<file path="config.mk">
export PLATFORM = sky130hd
export DESIGN_NAME = reset_sequencer_flat
export DESIGN_NICKNAME = d
export VERILOG_FILES = /design/src/rtl/reset_sequencer_pkg.sv /design/src/rtl/reset_sequencer_if.sv /design/src/rtl/reset_sequencer_btn_debounce.sv /design/src/rtl/reset_sequencer.sv /design/src/flat_wrapper.sv
export SDC_FILE = /design/constraint.sdc
export NUM_CORES = 1
export LEC_CHECK = 0
export ABC_AREA = 1
export CORE_MARGIN = 2
export CORE_UTILIZATION = 30
export DETAILED_ROUTE_END_ITERATION = 10
export HOLD_SLACK_MARGIN = 0.06
export PLACE_DENSITY = 0.54
export SYNTH_ARGS = -nofsm -noshare
export SYNTH_HDL_FRONTEND = slang
export SYNTH_SLANG_ARGS = --single-unit
</file>
<file path="constraint.sdc">
create_clock -name clk -period 1.7 [get_ports clk]
set_clock_uncertainty 0.1 [all_clocks]
set_input_delay 0.255 -clock clk [delete_from_list [all_inputs] [get_ports clk]]
set_output_delay 0.255 -clock clk [all_outputs]
set_load 0.01 [all_outputs]
</file>
<file path="src/rtl/reset_sequencer_pkg.sv">
// Shared definitions for the reset sequencer: FSM state encoding and the
// indices of the buttons that carry a control meaning.
package reset_sequencer_pkg;

    typedef enum logic [1:0] {
        ST_HALT      = 2'd0,
        ST_RELEASING = 2'd1,
        ST_RUN       = 2'd2,
        ST_RESERVED  = 2'd3
    } state_e;

    localparam int BTN_RUN   = 0;
    localparam int BTN_HALT  = 1;
    localparam int BTN_PULSE = 2;

endpackage

</file>
<file path="src/rtl/reset_sequencer_if.sv">
// Bundle of the sequencer's button inputs and status/reset outputs.
// The sequencer itself uses the slave view; whoever drives the buttons
// and watches the resets uses the master view.
interface reset_sequencer_if #(
    parameter int N_BTN     = 3,
    parameter int N_DOMAINS = 2
);
    import reset_sequencer_pkg::*;

    logic [N_BTN-1:0]     btn_n;
    logic [N_DOMAINS-1:0] nRstOut;
    logic [N_BTN-1:0]     btnLevel;
    state_e               state;
    logic [7:0]           seqCount;

    modport master (
        output btn_n,
        input  nRstOut,
        input  btnLevel,
        input  state,
        input  seqCount
    );

    modport slave (
        input  btn_n,
        output nRstOut,
        output btnLevel,
        output state,
        output seqCount
    );

endinterface

</file>
<file path="src/rtl/reset_sequencer_btn_debounce.sv">
// One push button: two-flop synchroniser, stability counter, debounced
// level (1 = pressed) and a one-cycle press pulse one cycle after the
// level turns to pressed. Releases produce no pulse.
module btn_debounce #(
    parameter int DEBOUNCE_CYCLES = 50000
) (
    input  logic clk,
    input  logic nRst,
    input  logic btn_n,
    output logic level,
    output logic press
);
    localparam int CNT_W = (DEBOUNCE_CYCLES > 2) ? $clog2(DEBOUNCE_CYCLES) : 1;
    // Counting from zero, the flip happens on the edge that would bring the
    // counter to DEBOUNCE_CYCLES-1.
    localparam logic [CNT_W-1:0] CNT_LAST = CNT_W'(DEBOUNCE_CYCLES - 2);

    logic [1:0]       sync_q;
    logic [CNT_W-1:0] cnt_q;
    logic             level_q;
    logic             level_d_q;
    logic             press_q;
    logic             pressed_now;

    // Synchronise the raw button; idle (released) value is 1.
    // NOTE: non-blocking assignments so both stages shift on the same edge.
    always_ff @(posedge clk or negedge nRst) begin
        if (!nRst) sync_q <= 2'b11;
        else       sync_q <= {sync_q[0], btn_n};
    end

    assign pressed_now = ~sync_q[1];

    // Count consecutive cycles where the synchronised value disagrees with
    // the accepted level; accept the change once it has been stable enough.
    always_ff @(posedge clk or negedge nRst) begin
        if (!nRst) begin
            cnt_q   <= '0;
            level_q <= 1'b0;
        end else if (pressed_now == level_q) begin
            cnt_q <= '0;
        end else if (cnt_q == CNT_LAST) begin
            cnt_q   <= '0;
            level_q <= ~level_q;
        end else begin
            cnt_q <= cnt_q + CNT_W'(1);
        end
    end

    // Registered press pulse on the cycle after the level rises.
    always_ff @(posedge clk or negedge nRst) begin
        if (!nRst) begin
            level_d_q <= 1'b0;
            press_q   <= 1'b0;
        end else begin
            level_d_q <= level_q;
            press_q   <= level_q & ~level_d_q;
        end
    end

    assign level = level_q;
    assign press = press_q;

endmodule

</file>
<file path="src/rtl/reset_sequencer.sv">
// Reset sequencer: debounces the buttons, then releases N_DOMAINS reset
// outputs one after another, STRETCH_CYCLES apart, on a RUN or PULSE
// press. HALT pulls every domain back into reset at once.
module reset_sequencer
    import reset_sequencer_pkg::*;
#(
    parameter int N_BTN           = 3,
    parameter int N_DOMAINS       = 2,
    parameter int DEBOUNCE_CYCLES = 50000,
    parameter int STRETCH_CYCLES  = 16
) (
    input  logic               clk,
    input  logic               nRst,
    reset_sequencer_if.slave   bus
);
    localparam int REL_W = $clog2(N_DOMAINS * STRETCH_CYCLES + 1);
    localparam logic [REL_W-1:0] REL_LAST = REL_W'(N_DOMAINS * STRETCH_CYCLES);

    logic [N_BTN-1:0]     level;
    logic [N_BTN-1:0]     press;
    logic                 unused_press;

    state_e               state_q,   state_next;
    logic [REL_W-1:0]     rel_cnt_q, rel_cnt_next;
    logic [N_DOMAINS-1:0] rst_out_q, rst_out_next;
    logic [7:0]           seq_q,     seq_next;

    for (genvar i = 0; i < N_BTN; i++) begin : g_btn
        btn_debounce #(
            .DEBOUNCE_CYCLES(DEBOUNCE_CYCLES)
        ) u_btn (
            .clk   (clk),
            .nRst  (nRst),
            .btn_n (bus.btn_n[i]),
            .level (level[i]),
            .press (press[i])
        );
    end

    // Buttons above PULSE are debounced for their level only.
    assign unused_press = ^press;

    // Sequencer registers; the reset outputs come straight from rst_out_q.
    always_ff @(posedge clk or negedge nRst) begin
        if (!nRst) begin
            state_q   <= ST_HALT;
            rel_cnt_q <= '0;
            rst_out_q <= '0;
            seq_q     <= '0;
        end else begin
            state_q   <= state_next;
            rel_cnt_q <= rel_cnt_next;
            rst_out_q <= rst_out_next;
            seq_q     <= seq_next;
        end
    end

    // Next-state logic: HALT press overrides everything, otherwise act on
    // the events that are meaningful in the current state.
    // NOTE: every output is given a default first so no latch is inferred.
    always_comb begin
        state_next   = state_q;
        rel_cnt_next = rel_cnt_q;
        rst_out_next = rst_out_q;
        seq_next     = seq_q;

        if (press[BTN_HALT]) begin
            state_next   = ST_HALT;
            rel_cnt_next = '0;
            rst_out_next = '0;
        end else begin
            case (state_q)
                ST_HALT: begin
                    rst_out_next = '0;
                    if (press[BTN_RUN]) begin
                        state_next   = ST_RELEASING;
                        rel_cnt_next = '0;
                    end
                end
                ST_RELEASING: begin
                    rel_cnt_next = rel_cnt_q + REL_W'(1);
                    for (int k = 0; k < N_DOMAINS; k++) begin
                        if (rel_cnt_next == REL_W'((k + 1) * STRETCH_CYCLES))
                            rst_out_next[k] = 1'b1;
                    end
                    if (rel_cnt_next == REL_LAST) begin
                        state_next = ST_RUN;
                        seq_next   = seq_q + 8'd1;
                    end
                end
                ST_RUN: begin
                    rst_out_next = '1;
                    if (press[BTN_PULSE]) begin
                        state_next   = ST_RELEASING;
                        rel_cnt_next = '0;
                        rst_out_next = '0;
                    end
                end
                default: begin
                    state_next   = ST_HALT;
                    rel_cnt_next = '0;
                    rst_out_next = '0;
                end
            endcase
        end
    end

    assign bus.nRstOut  = rst_out_q;
    assign bus.btnLevel = level;
    assign bus.state    = state_q;
    assign bus.seqCount = seq_q;

endmodule

</file>
<file path="src/flat_wrapper.sv">
// flat-port wrapper written by rule: the top's interface ports become plain ports
module reset_sequencer_flat import reset_sequencer_pkg::*;
#(
    parameter int N_BTN           = 3,
    parameter int N_DOMAINS       = 2,
    parameter int DEBOUNCE_CYCLES = 50000,
    parameter int STRETCH_CYCLES  = 16
)
  (clk, nRst, bus_btn_n, bus_nRstOut, bus_btnLevel, bus_state, bus_seqCount);
  reset_sequencer_if #(.N_BTN(N_BTN), .N_DOMAINS(N_DOMAINS)) bus_i ();
  input  logic clk;
  input  logic nRst;
  input wire logic [$bits(bus_i.btn_n)-1:0] bus_btn_n;
  output wire logic [$bits(bus_i.nRstOut)-1:0] bus_nRstOut;
  output wire logic [$bits(bus_i.btnLevel)-1:0] bus_btnLevel;
  output wire logic [$bits(bus_i.state)-1:0] bus_state;
  output wire logic [$bits(bus_i.seqCount)-1:0] bus_seqCount;
  assign bus_i.btn_n = bus_btn_n;
  assign bus_nRstOut = bus_i.nRstOut;
  assign bus_btnLevel = bus_i.btnLevel;
  assign bus_state = bus_i.state;
  assign bus_seqCount = bus_i.seqCount;
  reset_sequencer #(.N_BTN(N_BTN), .N_DOMAINS(N_DOMAINS), .DEBOUNCE_CYCLES(DEBOUNCE_CYCLES), .STRETCH_CYCLES(STRETCH_CYCLES)) u_core (.clk(clk), .nRst(nRst), .bus(bus_i));
endmodule
</file>
== Word level (Yosys, flattened, before mapping) ==
Cells that the tools add are included.

* Register bits after elaboration: 81
* Output and inout port bits: 15
* Logic and storage cells: 82

* Add/sub/neg operators: 5
* Eq/ne operators: 14
* Multiplexer cells: 20
* Bitwise operators: 16
* Reduce and logical (&&, ||, !) cells: 7

{| class="wikitable"
|+ Operators by type and width
! kind !! number
|-
| $mux W16 || 6
|-
| $add A16 B1 Y16 const B || 3
|-
| $eq A16 B16 Y1 const B || 3
|-
| $mux W6 || 3
|-
| $pmux W6 S3 || 1
|-
| $not A1 Y1 || 13
|-
| $mux W2 || 6
|-
| $add A8 B1 Y8 const B || 1
|-
| $reduce_and A2 Y1 || 4
|-
| $add A6 B1 Y6 const B || 1
|-
| $eq A6 B5 Y1 const B || 1
|-
| $eq A6 B6 Y1 const B || 1
|-
| $ne A3 B2 Y1 const B || 2
|-
| $ne A3 B3 Y1 const B || 2
|-
| $pmux W2 S3 || 1
|-
| $reduce_and A3 Y1 || 2
|-
| $pmux W2 S2 || 1
|-
| $and A1 B1 Y1 || 3
|-
| $eq A1 B1 Y1 || 3
|-
| $eq A2 B1 Y1 const B || 1
|-
| $eq A2 B2 Y1 const B || 1
|-
| $logic_not A2 Y1 || 1
|-
| $mux W1 || 2
|}

== Logic depth before layout (Yosys ltp) ==
Gate-level depths: netlist of the first run.

* Depth in word-level cells: 5
* Depth in mapped cells: 11
* Depth with buffers taken out: 11

== Hierarchy ==
From an unflattened synthesis of the first run, not the netlist that was laid out.

* Cell total of the unflattened synthesis: 515
* Area total of the unflattened synthesis: 4,334.2 um^2

{| class="wikitable"
|+ Modules (own cells, without submodules)
! module !! instances !! cells each !! area an instance (um^2) !! sequential area each (um^2)
|-
| btn_debounce at u_core.g_btn[0].u_btn ... || 2 || 128 || 1,089.8 || 528.0
|-
| btn_debounce at u_core.g_btn[1].u_btn || 1 || 130 || 1,098.6 || 528.0
|-
| reset_sequencer || 1 || 129 || 1,056.0 || 450.4
|}

== Least setup slack after synthesis of the first run ==
Ideal clock, no wire load.

* Path type: register -> register
* Start point: register u_core.rel_cnt_q[0]
* End point: register u_core.state_q[0] (netlist: u_core.bus.state[0])
* Setup time: 0.117 ns
* Arrival time: 1.348 ns
* Slack: 0.135 ns
* Cell stages (with the launch flop): 12
* Path buffers: 0
* Period minus slack after synthesis: 1.565 ns
* Cell sequence: dfrtp_1 -> ha_1 -> nand2_1 -> inv_1 -> nand3_1 -> nand2_1 -> nor2_4 -> nand2_1 -> nand2_1 -> nand2_1 -> nand2_1 -> nand2_1

* Longest elaborated chain between the ends: 4

{| class="wikitable"
|+ Ends and longest elaborated chain
! element !! line !! text
|-
| from (decl) || reset_sequencer.sv:24 || <nowiki>logic [REL_W-1:0] rel_cnt_q, rel_cnt_next;</nowiki>
|-
| from (signal assigned) || reset_sequencer.sv:52 || <nowiki>rel_cnt_q <= rel_cnt_next;</nowiki>
|-
| $add A6 B1 Y6 || reset_sequencer.sv:81 || <nowiki>rel_cnt_next = rel_cnt_q + REL_W'(1);</nowiki>
|-
| $eq A6 B6 Y1 || reset_sequencer.sv:86 || <nowiki>if (rel_cnt_next == REL_LAST) begin</nowiki>
|-
| $ne A3 B2 Y1 (no source line) || - ||
|-
| $reduce_and A3 Y1 (no source line) || - ||
|-
| to (signal assigned) || reset_sequencer.sv:51 || <nowiki>state_q <= state_next;</nowiki>
|-
| to (decl) || reset_sequencer.sv:23 || <nowiki>state_e state_q, state_next;</nowiki>
|}

Every way passes these cells.
A chain may end at the register's enable or synchronous reset.

== Worst setup path after layout of the first run ==
* Start point: register u_core.seq_q[1] (netlist: u_core.bus.seqCount[1])
* End point: output bus_seqCount[1]

{| class="wikitable"
|+ RTL lines
! element !! line !! text
|-
| from (decl) || reset_sequencer.sv:26 || <nowiki>logic [7:0] seq_q, seq_next;</nowiki>
|-
| from (signal assigned) || reset_sequencer.sv:54 || <nowiki>seq_q <= seq_next;</nowiki>
|-
| to (decl) || flat_wrapper.sv:17 || <nowiki>output wire logic [$bits(bus_i.seqCount)-1:0] bus_seqCount;</nowiki>
|}

No word-level cell between the ends.

==> results.cfg, run 1 <==
[global_routing]
grt_use_total_pct = 13.1
grt_pass1_wl_um = 15400
grt_pass1_vias = 3369
grt_max_degree = 31
antenna_found_initial = 0
grt_overflow = 0

[worst_hold_path]
hold_start = bus_btn_n[2]
hold_class = in -> reg

[place]
dp_hpwl_um = 6210
dpl_cell_area_mm2 = 0.00465
dp_slack_ns = 0.0480
gp_congestion = 0.880
port_buffers = 19

[worst_setup_path]
critPathArrivalTime_ns = 1.27
end_kind = output pin
required_ns = 1.34
cp_slowest_cell = clkdlybuf4s50_1
startpoint_type = flop
cp_num_buf_inv = 1
path_max_fanout = 3
slowest_delay_ns = 0.55
worstPathCellList = clkdlybuf4s50_1
setup.worst_path.class = reg -> out
rr_startpoint = u_core.g_btn[1].u_btn.cnt_q[0]
critPathLaunch = u_core.bus.seqCount[1]
path_delay_family = buffers and inverters

[cts]
cts_tree = done
clock-sinks = 81
clk_pin_slew_worst_paths_ns = 0.06
h-tree-depth = 3
clk_path_buf_depth = 2
cts-root-buf = clkbuf_16
clk_latency_ns = 0.34
cts_buffers = 9

[sta]
finalWorstSetupSlack_ns = 0.0800
drv_slew = 0
fmax_ghz = 0.617
slew_headroom_pct = 71.7
setup_violations = 0
period_minus_slack_ns = 1.62
fin_crit_sh_pct = 95.3
worstMarginPinSlew_ns = 0.422
finalHoldViolCount = 0

[power_and_ir_drop]
p_leak_uw = 0.00221
powerDensity_mw_per_mm2 = 798
ir_worst_vdd_mv = 0.536

[die]
die_w_um = 122
std_cell_rows = 43
core_mm2 = 0.0138
start_util_pct = 30.4
dieArea_mm2 = 0.0149
io_pins = 20
die_height_um = 122

[synthesis]
synth_flop_cell = dfrtp_1
syn_nets = 523
synth.area.top_cells = dfrtp_1 (45%), nand2_1 (8.8%), nor2_1 (7.7%), inv_1 (5.7%), nand3_1 (4.5%)
synth_seq_cells = 81
ys_top_cells_by_count = nand2_1 (98), nor2_1 (86), dfrtp_1 (75), inv_1 (64), nand3_1 (38)
synth_top_area_share_pct = 44.8
synth_area_per_cell_um2 = 8.26
syn-cell-area_mm2 = 0.00419
synth_cell_types = 34
syn_inst = 507
synth_most_common_cell = nand2_1
yosysWarnings = 0
seq_area_frac_synth_pct = 48.6
synth-edff-count = 0
synth_top_area_cell = dfrtp_1
synthArstFlopShare_pct = 100

[routing]
drc = 0
wire_per_inst_um = 11.8
num_vias = 3381
dr.pass1.iters = 4
drtIter0Drc = 299
viasPerCell = 4.61
routed_wl_um = 8670
antenna_left = 0

[run_status]
status = completed

[finish]
multi_input_comb_area_mm2 = 0.00194
n_antenna_cell = 0
fin_nets = 566
fill_cells = 1447
seq_area_mm2 = 0.00204
area_growth_pct = 21.4
drive_gt1_share_pct = 13.9
stdcell_area_mm2 = 0.00508

[job]
maxCapViolCount = 0
per-layer routing:
metal | vias up | wire (um) | global-route usage [%]
met4 | 0 | 200 | 6.61
met3 | 14 | 297 | 3.37
met1 | 1610 | 4170 | 16.7
li1 | 1709 | - | -
met5 | - | 0 | 0
met2 | 48 | 4010 | 20.6
logic make-up (layout without fill, tap and decap cells):
logic type | count (synthesis) | after routing | share of synthesized area [%]
XOR/XNOR | 30 | 30 | 6.27
AO/OA/AOI/OAI | 29 | 29 | 4.09
adder cells (fa/ha/maj) | 11 | 11 | 3.29
flip-flops | 81 | 81 | 48.6
buffers and inverters | 70 | 116 | 6.72
AND/OR/NAND/NOR | 286 | 287 | 31.1
final timing paths:
path	to	slack, ns	cells after the start
hold / removal	u_core.g_btn[2].u_btn.sync_q[0]	0.22	1
max in group asynchronous	u_core.g_btn[1].u_btn.sync_q[1]	0.66	3
min in group asynchronous	u_core.g_btn[1].u_btn.cnt_q[10]	0.29	2
setup reg to reg	u_core.g_btn[1].u_btn.cnt_q[15]	0.12	9
hold reg to reg	u_core.g_btn[0].u_btn.sync_q[1]	0.25	0
setup / recovery	bus_seqCount[1]	0.08	1
placed cells by master (no fill, tap or decap), types with 12 or more instances in the layout:
cell	instances
buf_4	15
nand3_1	38
xnor2_1	12
nor3_1	27
nand2_1	91
inv_1	62
dfrtp_1	74
xor2_1	18
nor2_1	85
clkdlybuf4s50_1	14
report_power, final:
part	switching (uW)	leakage (uW)	internal [uW]	total, uW
registers	20.0	0.00110	1960	1980
clock network	778	0.000144	1170	1940
logic	89.0	0.000962	47.3	136
total	887	0.00221	3170	4060
through the flow:
| stage | TNS [ns] | total power [uW] | utilization, % | hold WS [ns] | instances |
|---|---|---|---|---|---|
| after global placement | 0 | 2150 | 33.8 | 0.119 | 709 |
| after global routing | -0.146 | 4250 | 36.9 | 0.212 | 734 |
| final | 0 | 4060 | 36.9 | 0.223 | 734 |
| after detailed placement | 0 | 2150 | 33.8 | 0.122 | 709 |
| after CTS | 0 | 4140 | 36.1 | 0.210 | 728 |
| after floorplan | 0 | 2070 | - | -0.141 | 507 |
flip-flops by register name, indices dropped and copies added, names as in the netlist:
register,count
u_core.g_btn.u_btn.cnt_q,48
u_core.bus.seqCount,8
u_core.g_btn.u_btn.sync_q,6
u_core.rel_cnt_q,6
u_core.g_btn.u_btn.level,3
u_core.g_btn.u_btn.level_d_q,3
u_core.g_btn.u_btn.press,3
u_core.bus.nRstOut,2
u_core.bus.state,2
area by class of cell:
cell class | instances | share of cell area [%]
timing repair buffer | 36 | 6.72
clock buffer | 10 | 4.70
multi-input combinational | 357 | 38.1
tap | 180 | 4.43
inverter | 65 | 4.90
sequential | 81 | 40.0
clock inverter | 5 | 1.11
timing repair:
item	in CTS	in global routing
gates cloned	0	1
resized for setup	3	20
hold buffers	1	0
endpoints found under the setup margin	6	44
pin swaps	0	4
setup buffers	3	5
endpoints found under the hold margin	24	0
(Power assumes the default switching activity.)
==> run 2, diff against run 1 <==
--- a/config.mk
+++ b/config.mk
@@ -6,11 +6,13 @@
 export NUM_CORES = 1
 export LEC_CHECK = 0
 export ABC_AREA = 1
+export CELL_PAD_IN_SITES_DETAIL_PLACEMENT = 0
+export CELL_PAD_IN_SITES_GLOBAL_PLACEMENT = 2
 export CORE_MARGIN = 2
 export CORE_UTILIZATION = 30
 export DETAILED_ROUTE_END_ITERATION = 10
 export HOLD_SLACK_MARGIN = 0.06
-export PLACE_DENSITY = 0.54
+export PLACE_DENSITY = 0.76
 export SYNTH_ARGS = -nofsm -noshare
 export SYNTH_HDL_FRONTEND = slang
 export SYNTH_SLANG_ARGS = --single-unit
==> run 2 against run 1 <==
Against the previous run: sequential share of layout area is essentially flat; wire length up 2.1%; sequential power about the same; combinational power up 7%; setup slack worse by 0.0091 ns.
==> results.cfg, run 2 (synthesis results as in run 1) <==
[run_status]
status = completed

[power_and_ir_drop]
powerDensity_mw_per_mm2 = 791
ir_worst_vdd_mv = 0.451
p_leak_uw = 0.00221

[routing]
highest_layer = met4
wire_per_inst_um = 12.0
dr.pass1.iters = 4
drc = 0
viasPerCell = 4.55
routed_wl_um = 8850
drt-met1-wl_um = 4290
num_vias = 3357
route.met3.wl_um = 174
antenna_left = 0
drtIter0Drc = 216
wl_met2_um = 4210

[cts]
clock-sinks = 81
clk_pin_slew_worst_paths_ns = 0.06
cts-root-buf = clkbuf_16
cts_tree = done
cts_buffers = 9
clk_path_buf_depth = 2
h-tree-depth = 3
clk_latency_ns = 0.33

[worst_setup_path]
r2r_slack_ns = 0.15
startpoint_type = flop
cp_num_buf_inv = 1
slowest_delay_ns = 0.54
setup.worst_path.class = reg -> out
required_ns = 1.34
path_delay_family = buffers and inverters
critPathArrivalTime_ns = 1.27
worstRegToRegCells = 11
end_kind = output pin
worstPathCellList = clkdlybuf4s50_1
path_max_fanout = 5
rr_startpoint = u_core.rel_cnt_q[0]
r2r-end = u_core.bus.state[1]
cp_slowest_cell = clkdlybuf4s50_1

[sta]
slew_headroom_pct = 71.4
drv_slew = 0
finalHoldViolCount = 0
setup_violations = 0
final.setup.tns_ns = 0
worstMarginPinSlew_ns = 0.425
fmax_ghz = 0.614
hold_ws_ns = 0.232
fin_crit_sh_pct = 95.8
period_minus_slack_ns = 1.63

[global_routing]
grt_overflow = 0
grt_use_total_pct = 13.2
grt_max_degree = 32
antenna_found_initial = 0
grt_pass1_vias = 3288
grt_pass1_wl_um = 15600

[finish]
area_growth_pct = 21.4
fin_nets = 570
final_common_cell = nand2_1
drive_gt1_share_pct = 13.5
n_antenna_cell = 0
largest_reg_flops = 48
regMostFlops = u_core.g_btn.u_btn.cnt_q
fin_cells = 737
final_util_pct = 36.9
final_cell_mix = nand2_1 (93), nor2_1 (86), dfrtp_1 (73), inv_1 (62), nand3_1 (38)

[worst_hold_path]
hold_start = bus_btn_n[2]
hold_class = in -> reg
whs_path_depth = 1
min_to = u_core.g_btn[2].u_btn.sync_q[0]

[die]
core_mm2 = 0.0138
die_w_um = 122
dieArea_mm2 = 0.0149
io_pins = 20
die_height_um = 122
start_util_pct = 30.4
std_cell_rows = 43

[job]
maxCapViolCount = 0

[place]
dp_hpwl_um = 6540
port_buffers = 19
gp_congestion = 0.796
dpl.cell_count = 716
[run 2: cell type report]
cell class | count | area (um^2)
clock buffers | 11 | 243
clock inverters | 3 | 42.5
fillers | 1470 | 8690
inverters | 65 | 249
multi-input cells | 357 | 1920
flip-flops and latches | 81 | 2040
well taps | 180 | 225
repair buffers | 40 | 372
[run 2: metal layers]
metal | GRT usage [%] | vias to the layer above
met3 | 2.11 | 13
met1 | 17.8 | 1590
met2 | 20.9 | 39
met5 | 0 | -
met4 | 5.75 | 0
li1 | - | 1715
[run 2: how the worst max path moves through the flow]
stage	slack [ns]	depth (start not counted)	startpoint	to
after floorplan	0.13	11	u_core.rel_cnt_q[0]	u_core.bus.state[0]
after global placement	0.11	11	u_core.rel_cnt_q[0]	u_core.bus.state[1]
after detailed placement	0.04	7	u_core.g_btn[2].u_btn.cnt_q[0]	u_core.g_btn[2].u_btn.cnt_q[14]
after CTS	0.01	1	u_core.bus.seqCount[5]	bus_seqCount[5]
after global routing	-0.02	6	u_core.g_btn[2].u_btn.cnt_q[12]	u_core.g_btn[2].u_btn.level
final	0.07	1	u_core.bus.seqCount[5]	bus_seqCount[5]
[run 2: metrics by stage]
stage / setup slack (ns) / total power (uW) / instance area [um^2]
floorplan: 0.135 / 2070 / 4190
global placement: 0.106 / 2160 / 4710
detailed placement: 0.0355 / 2160 / 4710
CTS: 0.0119 / 4110 / 5030
global route: -0.0169 / 4210 / 5080
finish: 0.0709 / 4020 / 5080
[run 2: repair_timing]
item,CTS,global route
hold buffers,1,0
cloned,0,1
endpoints found under the hold margin,23,0
pin swaps,0,4
gates resized for setup,4,13
setup endpoints to repair,7,29
setup buffers,4,1
[run 2: power by group]
group | switching (uW) | total [uW] | internal [uW]
sequential | 19.0 | 1980 | 1960
clock | 741 | 1900 | 1160
combinational | 91.2 | 145 | 53.4
total | 851 | 4020 | 3170
